$ cat config.mk
export PLATFORM = sky130hd
export DESIGN_NAME = m_mul_ctrl
export DESIGN_NICKNAME = d
export VERILOG_FILES = /design/src/rtl/m_pkg.sv /design/src/rtl/m_mul_cache.sv /design/src/rtl/m_mul_ctrl.sv
export SDC_FILE = /design/constraint.sdc
export NUM_CORES = 1
export LEC_CHECK = 0
export ABC_AREA = 1
export CORE_AREA = 2 2 116 118
export CTS_CLUSTER_DIAMETER = 60
export DETAILED_ROUTE_END_ITERATION = 7
export DIE_AREA = 0 0 118 120
export GPL_ROUTABILITY_DRIVEN = 0
export PLACE_DENSITY = 0.76
export RECOVER_POWER = 50
export SLEW_MARGIN = 20
export SYNTH_ARGS = -nofsm -noshare
export SYNTH_HDL_FRONTEND = slang
export SYNTH_HIERARCHICAL = 1
export SYNTH_SLANG_ARGS = --single-unit
$ cat constraint.sdc
create_clock -name clk -period 1.46 [get_ports clk]
set_clock_uncertainty 0.1 [all_clocks]
set_input_delay 0.438 -clock clk [delete_from_list [all_inputs] [get_ports clk]]
set_output_delay 0.438 -clock clk [all_outputs]
set_load 0.05 [all_outputs]
$ cat src/rtl/m_pkg.sv
// Shared definitions for the M-extension multiply controller: funct3 codes,
// FSM state encoding, operand sign pairs and small decode helpers.
package m_pkg;

  localparam logic [2:0] F3_MUL    = 3'b000;
  localparam logic [2:0] F3_MULH   = 3'b001;
  localparam logic [2:0] F3_MULHSU = 3'b010;
  localparam logic [2:0] F3_MULHU  = 3'b011;

  // Sign pair: bit 1 = rs1 signed, bit 0 = rs2 signed
  localparam logic [1:0] SIGN_SS = 2'b11;
  localparam logic [1:0] SIGN_SU = 2'b10;
  localparam logic [1:0] SIGN_UU = 2'b00;

  // S_HIT is only reachable when the result cache is built in
  typedef enum logic [1:0] {
    S_IDLE = 2'd0,
    S_BUSY = 2'd1,
    S_DONE = 2'd2,
    S_HIT  = 2'd3
  } state_e;

  function automatic logic [1:0] sign_of(input logic [2:0] f3);
    case (f3)
      F3_MULHSU: return SIGN_SU;
      F3_MULHU:  return SIGN_UU;
      default:   return SIGN_SS;
    endcase
  endfunction

  function automatic logic [31:0] result_sel(input logic [2:0] f3, input logic [63:0] p);
    return (f3 == F3_MUL) ? p[31:0] : p[63:32];
  endfunction

endpackage

$ cat src/rtl/m_mul_cache.sv
// Single-entry last-product cache for m_mul_ctrl: stores the 64-bit product
// with its {rs1, rs2, sign} tag; hit compares the lookup tag combinationally.
module m_mul_cache
  import m_pkg::*;
(
  input  logic        clk,
  input  logic        rstn,
  input  logic        i_clear_1,
  input  logic [31:0] i_rs1_32,
  input  logic [31:0] i_rs2_32,
  input  logic [1:0]  i_sign_2,
  input  logic        i_wr_1,
  input  logic [31:0] i_wrRs1_32,
  input  logic [31:0] i_wrRs2_32,
  input  logic [1:0]  i_wrSign_2,
  input  logic [63:0] i_wrProduct_64,
  output logic        o_hit_1,
  output logic [63:0] o_product_64
);

  logic        valid_q;
  logic [65:0] tag_q;
  logic [63:0] prod_q;

  always_ff @(posedge clk or negedge rstn) begin
    if (!rstn) begin
      valid_q <= 1'b0;
      tag_q   <= '0;
      prod_q  <= '0;
    end else if (i_clear_1) begin
      valid_q <= 1'b0;
    end else if (i_wr_1) begin
      valid_q <= 1'b1;
      tag_q   <= {i_wrRs1_32, i_wrRs2_32, i_wrSign_2};
      prod_q  <= i_wrProduct_64;
    end
  end

  assign o_hit_1      = valid_q && (tag_q == {i_rs1_32, i_rs2_32, i_sign_2});
  assign o_product_64 = prod_q;

endmodule

$ cat src/rtl/m_mul_ctrl.sv
// EX-stage controller sequencing one M-extension multiply through an external
// multiplier. Optional single-entry result cache: define M_RESULT_CACHE_EN.
module m_mul_ctrl
  import m_pkg::*;
(
  input  logic        clk,
  input  logic        rstn,
  input  logic        i_valid_1,
  input  logic [2:0]  i_funct3_3,
  input  logic [31:0] i_rs1_32,
  input  logic [31:0] i_rs2_32,
  input  logic        i_flush_1,
  output logic        o_ready_1,
  output logic        o_stall_1,
  output logic [31:0] o_result_32,
  output logic        o_resultValid_1,
  output logic        o_mulBegin_1,
  output logic [31:0] o_mulOperand1_32,
  output logic [31:0] o_mulOperand2_32,
  output logic [1:0]  o_mulDivSign_2,
  input  logic [63:0] i_product_64,
  input  logic        i_mulEnd_1,
  output state_e      o_dbgState_2
);

  // Handshake: a request transfers on a rising edge where i_valid_1 and
  // o_ready_1 are both high, funct3[2] is clear and no flush is pending;
  // the result transfers on the single cycle o_resultValid_1 is high.

  state_e      state_q;
  logic [31:0] rs1_q, rs2_q, result_q;
  logic [2:0]  funct3_q;
  logic [1:0]  sign_q;
  logic        first_q, valid_q;
  logic        accept, mul_done;

  assign accept   = rstn && (state_q == S_IDLE) && i_valid_1 && !i_funct3_3[2] && !i_flush_1;
  // The multiplier may still show a stale end strobe in the first BUSY cycle
  assign mul_done = (state_q == S_BUSY) && !first_q && i_mulEnd_1;

`ifdef M_RESULT_CACHE_EN
  logic        cache_hit;
  logic [63:0] cache_prod;

  m_mul_cache u_cache (
    .clk            (clk),
    .rstn           (rstn),
    .i_clear_1      (i_flush_1),
    .i_rs1_32       (i_rs1_32),
    .i_rs2_32       (i_rs2_32),
    .i_sign_2       (sign_of(i_funct3_3)),
    .i_wr_1         (mul_done && !i_flush_1),
    .i_wrRs1_32     (rs1_q),
    .i_wrRs2_32     (rs2_q),
    .i_wrSign_2     (sign_q),
    .i_wrProduct_64 (i_product_64),
    .o_hit_1        (cache_hit),
    .o_product_64   (cache_prod)
  );
`endif

  always_ff @(posedge clk or negedge rstn) begin
    if (!rstn) begin
      state_q  <= S_IDLE;
      rs1_q    <= '0;
      rs2_q    <= '0;
      funct3_q <= '0;
      sign_q   <= '0;
      first_q  <= 1'b0;
      result_q <= '0;
      valid_q  <= 1'b0;
    end else begin
      valid_q <= 1'b0;
      if (i_flush_1) begin
        state_q <= S_IDLE;
      end else begin
        case (state_q)
          S_IDLE: begin
            if (accept) begin
              rs1_q    <= i_rs1_32;
              rs2_q    <= i_rs2_32;
              funct3_q <= i_funct3_3;
              sign_q   <= sign_of(i_funct3_3);
              first_q  <= 1'b1;
`ifdef M_RESULT_CACHE_EN
              state_q  <= cache_hit ? S_HIT : S_BUSY;
`else
              state_q  <= S_BUSY;
`endif
            end
          end
          S_BUSY: begin
            first_q <= 1'b0;
            if (mul_done) begin
              result_q <= result_sel(funct3_q, i_product_64);
              valid_q  <= 1'b1;
              state_q  <= S_DONE;
            end
          end
`ifdef M_RESULT_CACHE_EN
          S_HIT: begin
            result_q <= result_sel(funct3_q, cache_prod);
            valid_q  <= 1'b1;
            state_q  <= S_DONE;
          end
`endif
          default: state_q <= S_IDLE;
        endcase
      end
    end
  end

  assign o_ready_1        = (state_q == S_IDLE);
  assign o_stall_1        = accept || (state_q == S_BUSY) || (state_q == S_HIT);
  assign o_result_32      = result_q;
  assign o_resultValid_1  = valid_q && !i_flush_1;
  assign o_mulBegin_1     = (state_q == S_BUSY);
  assign o_mulOperand1_32 = rs1_q;
  assign o_mulOperand2_32 = rs2_q;
  assign o_mulDivSign_2   = sign_q;
  assign o_dbgState_2     = state_q;

endmodule

# == Word level (Yosys, flattened, before mapping) ==
# Cells that the tools add are included.
# W data, S select, Z words.
# word_totals
ff_bits,105
latch_bits,0
mem_bits_rw,0
mem_bits_ro,0
out_inout_bits,104
elab_cells,46
mem_count,0
# op_classes
addsub,0
mul,0
div_mod_pow,0
n_lt_le_gt_ge,0
eq_ne,7
shift,0
n_mux,11
n_bitwise,1
n_reduce_logical,19
# ops
op,n
$mux W32,1
$reduce_and A3 Y1,3
$pmux W2 S2,2
$logic_and A1 B1 Y1,7
$eq A3 B2 Y1 const B,2
$mux W2,3
$ne A3 B2 Y1 const B,2
$mux W1,4
$logic_not A1 Y1,3
$logic_not A3 Y1,1
$eq A2 B1 Y1 const B,1
$eq A2 B2 Y1 const B,1
$logic_not A2 Y1,1
$logic_or A1 B1 Y1,2
$ne A2 B1 Y1 const B,1
$pmux W1 S2,1
$reduce_and A2 Y1,1
$reduce_bool A2 Y1,1
$not A1 Y1,1

# == Longest topological paths before layout ==
# logic_depth
ltp_word,8
depth_mapped,6
mapped_depth_nobuf,6

# == Worst setup path before layout ==
# OpenSTA, ideal clock, no wires.
# synth_path
path_kind,reg2out
from,reg state_q[1] (netlist: o_dbgState_2[1])
to,out o_stall_1
arrival_time_ns,1.515
required_ns,0.922
setup_slack_ns,-0.593
path_stages_with_launch,5
cell_sequence,dfrtp_1 -> nor2_2 -> nand3_1 -> buf_2 -> nand2_1
# synth_between
elab_chain_cells,7
word_cells_on_any_way,9
# synth_lines
element,line,text
start: declaration,m_mul_ctrl.sv:30,state_e state_q;
start signal: assignment,m_mul_ctrl.sv:64,state_q <= S_IDLE;
start signal: assignment,m_mul_ctrl.sv:75,state_q <= S_IDLE;
start signal: assignment,m_mul_ctrl.sv:88,state_q <= S_BUSY;
$logic_not A2 Y1,m_mul_ctrl.sv:37,assign accept = rstn && (state_q == S_IDLE) && i_valid_1 && !i_funct3_3[2] && !i_flush_1;
$logic_and A1 B1 Y1 (4 in a row),m_mul_ctrl.sv:37,
$logic_or A1 B1 Y1,m_mul_ctrl.sv:114,assign o_stall_1 = accept || (state_q == S_BUSY) || (state_q == S_HIT);
$logic_or A1 B1 Y1 (*),m_mul_ctrl.sv:114,
end: declaration,m_mul_ctrl.sv:14,"output logic o_stall_1,"
# Every way passes the cells marked *; elsewhere a longest branch is shown, timed or not.

# == Worst setup path after layout ==
# Ends and elaborated chain as after synthesis.

==> impl_metrics.tcl <==
set metrics [dict create \
    outcome "finished with violations" \
    violations "setup timing" \
    timing.final.crit_share_pct 123 \
    critPathMaxStageDelay_ns 0.43 \
    num_vias 4720 \
    crit_chain "nor2_4, nand3_4, nand2_8, buf_12" \
    viasPerCell 4.56 \
    rrSetupSlack_ns -0.14 \
    start_util_pct 35.2 \
    final_common_cell "nand2_1" \
    avgSynthCellArea_sq_um 8.09 \
    overflow 0 \
    drive_above_1_share_pct 23.5 \
    cpLargestDelayFamily "flip-flops" \
    synth_area_leaders "dfrtp_1, nand2_1, nand3b_1, nand3_1, inv_1" \
    fillers 927 \
    htreeDepth 3 \
    syn-cell-area_sq_um 4560 \
    hold_viol 0 \
    place_ws_ns -0.607 \
    antenna_found_initial 0 \
    fin_setup_tns_ns -5.33 \
    drtIter0Drc 232 \
    syn_inst 564 \
    die_w_um 118 \
    r2r_end "o_mulOperand1_32[14]" \
    diodes 0 \
    cts_tree "built" \
    drv_slew 0 \
    synth_top_cell_by_area "dfrtp_1" \
    drt_first_pass_iters 4 \
    peakVddDrop_v 0.000872 \
    grt_start_max_net_pins 84 \
    cp-start-kind "flop" \
    r2r_cells 7 \
    fp-row-count 42 \
    grt_pass1_vias 4741 \
    rr_startpoint "o_dbgState_2[1]" \
    synthesis.nets 700 \
    drc_errors 0 \
    required_ns 0.92 \
    crit_fanout 4 \
    path_clk_slew_ns 0.07 \
    max_slew_margin_pct 56.6 \
    gr-usage-all-layers_pct 22.1 \
    antenna_left 0 \
    cellPowerDensity_nw_per_um2 1490 \
    dieHeight_um 120 \
    grt_pass1_wl_um 24500 \
    critPathSlowestCell "dfrtp_2" \
    avgRoutedWirePerCell_um 15.0 \
    synth_seq_area_share_pct 57.6 \
    area_growth_pct 103 \
    mostFrequentLayoutCells "nand2_1, clkdlybuf4s50_1, buf_12" \
    min_period_ns 1.80 \
    ys_seq_elements 105 \
    synth_top_cell_area_share_pct 57.6 \
    ctsRootBufferMaster "clkbuf_16" \
    setup_viol 83 \
    maxCapViolCount 0 \
    worst-path-buf-inv 1 \
    fmax_ghz 0.556 \
    tightest_slew_ns 0.651 \
    critPathLaunch "o_dbgState_2[1]" \
    numCtsBuffers 9 \
    wl_um 15500 \
    rsz0062_at_grt "true" \
    synth_warnings 6 \
    fin_nets 989 \
    arrival_ns 1.26 \
    cts.sinks 105 \
    holdCritPathClass "in -> async" \
    clk_latency_ns 0.35 \
    cts-root-to-sink-buffers 2 \
    io_pins 240 \
    place_hpwl_um 10700 \
    critical_path_class "reg -> out" \
    worst_slack_ns -0.340 \
    die_area_sq_um 14200 \
    synthDistinctLibCells 16 \
    cp-end-kind "output pin" \
    portBuffers 239 \
    coreArea_sq_um 13000 \
    p_total_mw 13.8 \
    power.leakage_nw 4.64 \
]
## final cells by class
type / count / area, sq um / share of cell area (%)
Clock buffer: 10 / 229 / 2.48
Clock inverter: 6 / 67.6 / 0.730
Inverter: 42 / 164 / 1.77
Multi-Input combinational cell: 388 / 1700 / 18.4
Sequential cell: 105 / 2630 / 28.4
Tap cell: 176 / 220 / 2.38
Timing Repair Buffer: 307 / 4240 / 45.8
## power breakdown
part	switching, mW	internal (mW)	leakage (nW)
Combinational	3.58	3.52	3.16
Sequential	0.700	3.56	1.34
Clock	1.11	1.34	0.139
## logic make-up (layout without fill, tap and decap cells)
group                  after synthesis  count (layout)  share of synthesized area (%)
AND/OR/NAND/NOR                    386             386                           35.8
flip-flops                         105             105                           57.6
buffers and inverters               71             365                           6.41
AO/OA/AOI/OAI                        2               2                          0.219
## stage by stage
step | std cells | hold WS (ns) | instance area (sq um) | util (%)
6_report | 1034 | 0.221 | 9250 | 71.3
4_1_cts | 1008 | 0.0122 | 9000 | 69.4
3_5_place_dp | 972 | 0.385 | 8410 | 64.8
5_1_grt | 1034 | 0.261 | 9250 | 71.3
2_1_floorplan | 564 | 0.0424 | 4610 | -
3_3_place_gp | 972 | 0.376 | 8410 | 64.8
## synthesized netlist by cell type, drive strengths merged
| cell type | n |
|---|---|
| nand2 | 308 |
| dfrtp | 105 |
| inv | 41 |
| nand3 | 35 |
| nand3b | 33 |
| buf | 15 |
| clkbuf | 14 |
| nor2 | 9 |
| o21ai | 2 |
| clkinv | 1 |
| nand4 | 1 |
## worst max path at each step
stage,to,slack (ns),cells past startpoint
after floorplan,o_stall_1,-0.16,4
after global placement,o_stall_1,-0.59,5
final,o_stall_1,-0.34,4
after global routing,o_mulBegin_1,-0.39,5
after CTS,o_stall_1,-0.39,4
after detailed placement,o_stall_1,-0.61,5
## registers in the layout, indices dropped and copies added, names as in the netlist
register and cells:
o_mulOperand2_32 32, o_mulOperand1_32 32, o_mulDivSign_2 2, o_result_32 32
funct3_q 3, o_dbgState_2 2, valid_q 1, first_q 1
## worst register-to-register path, cell delays in order, from the launching register on
cell,delay (ns)
dfrtp_2,0.43
nor2_4,0.17
nand3_4,0.12
buf_4,0.16
buf_12,0.14
bufbuf_16,0.27
nand2_1,0.05
nand2_1,0.05
## per-layer routing
layer	share of wire, %	GRT usage (%)	up-vias
met5	0	0	-
met4	2.4	8.06	0
met3	8.2	7.08	28
met2	50	37.9	200
met1	40	25.9	2194
li1	-	-	2298
## repair_timing
action	in CTS	in global routing
cloned	4	2
hold buffers	0	0
buffers inserted	17	24
pin swaps	5	3
resized for setup	18	5
setup endpoints to repair	201	203
Power figures use the tool's default switching activity.
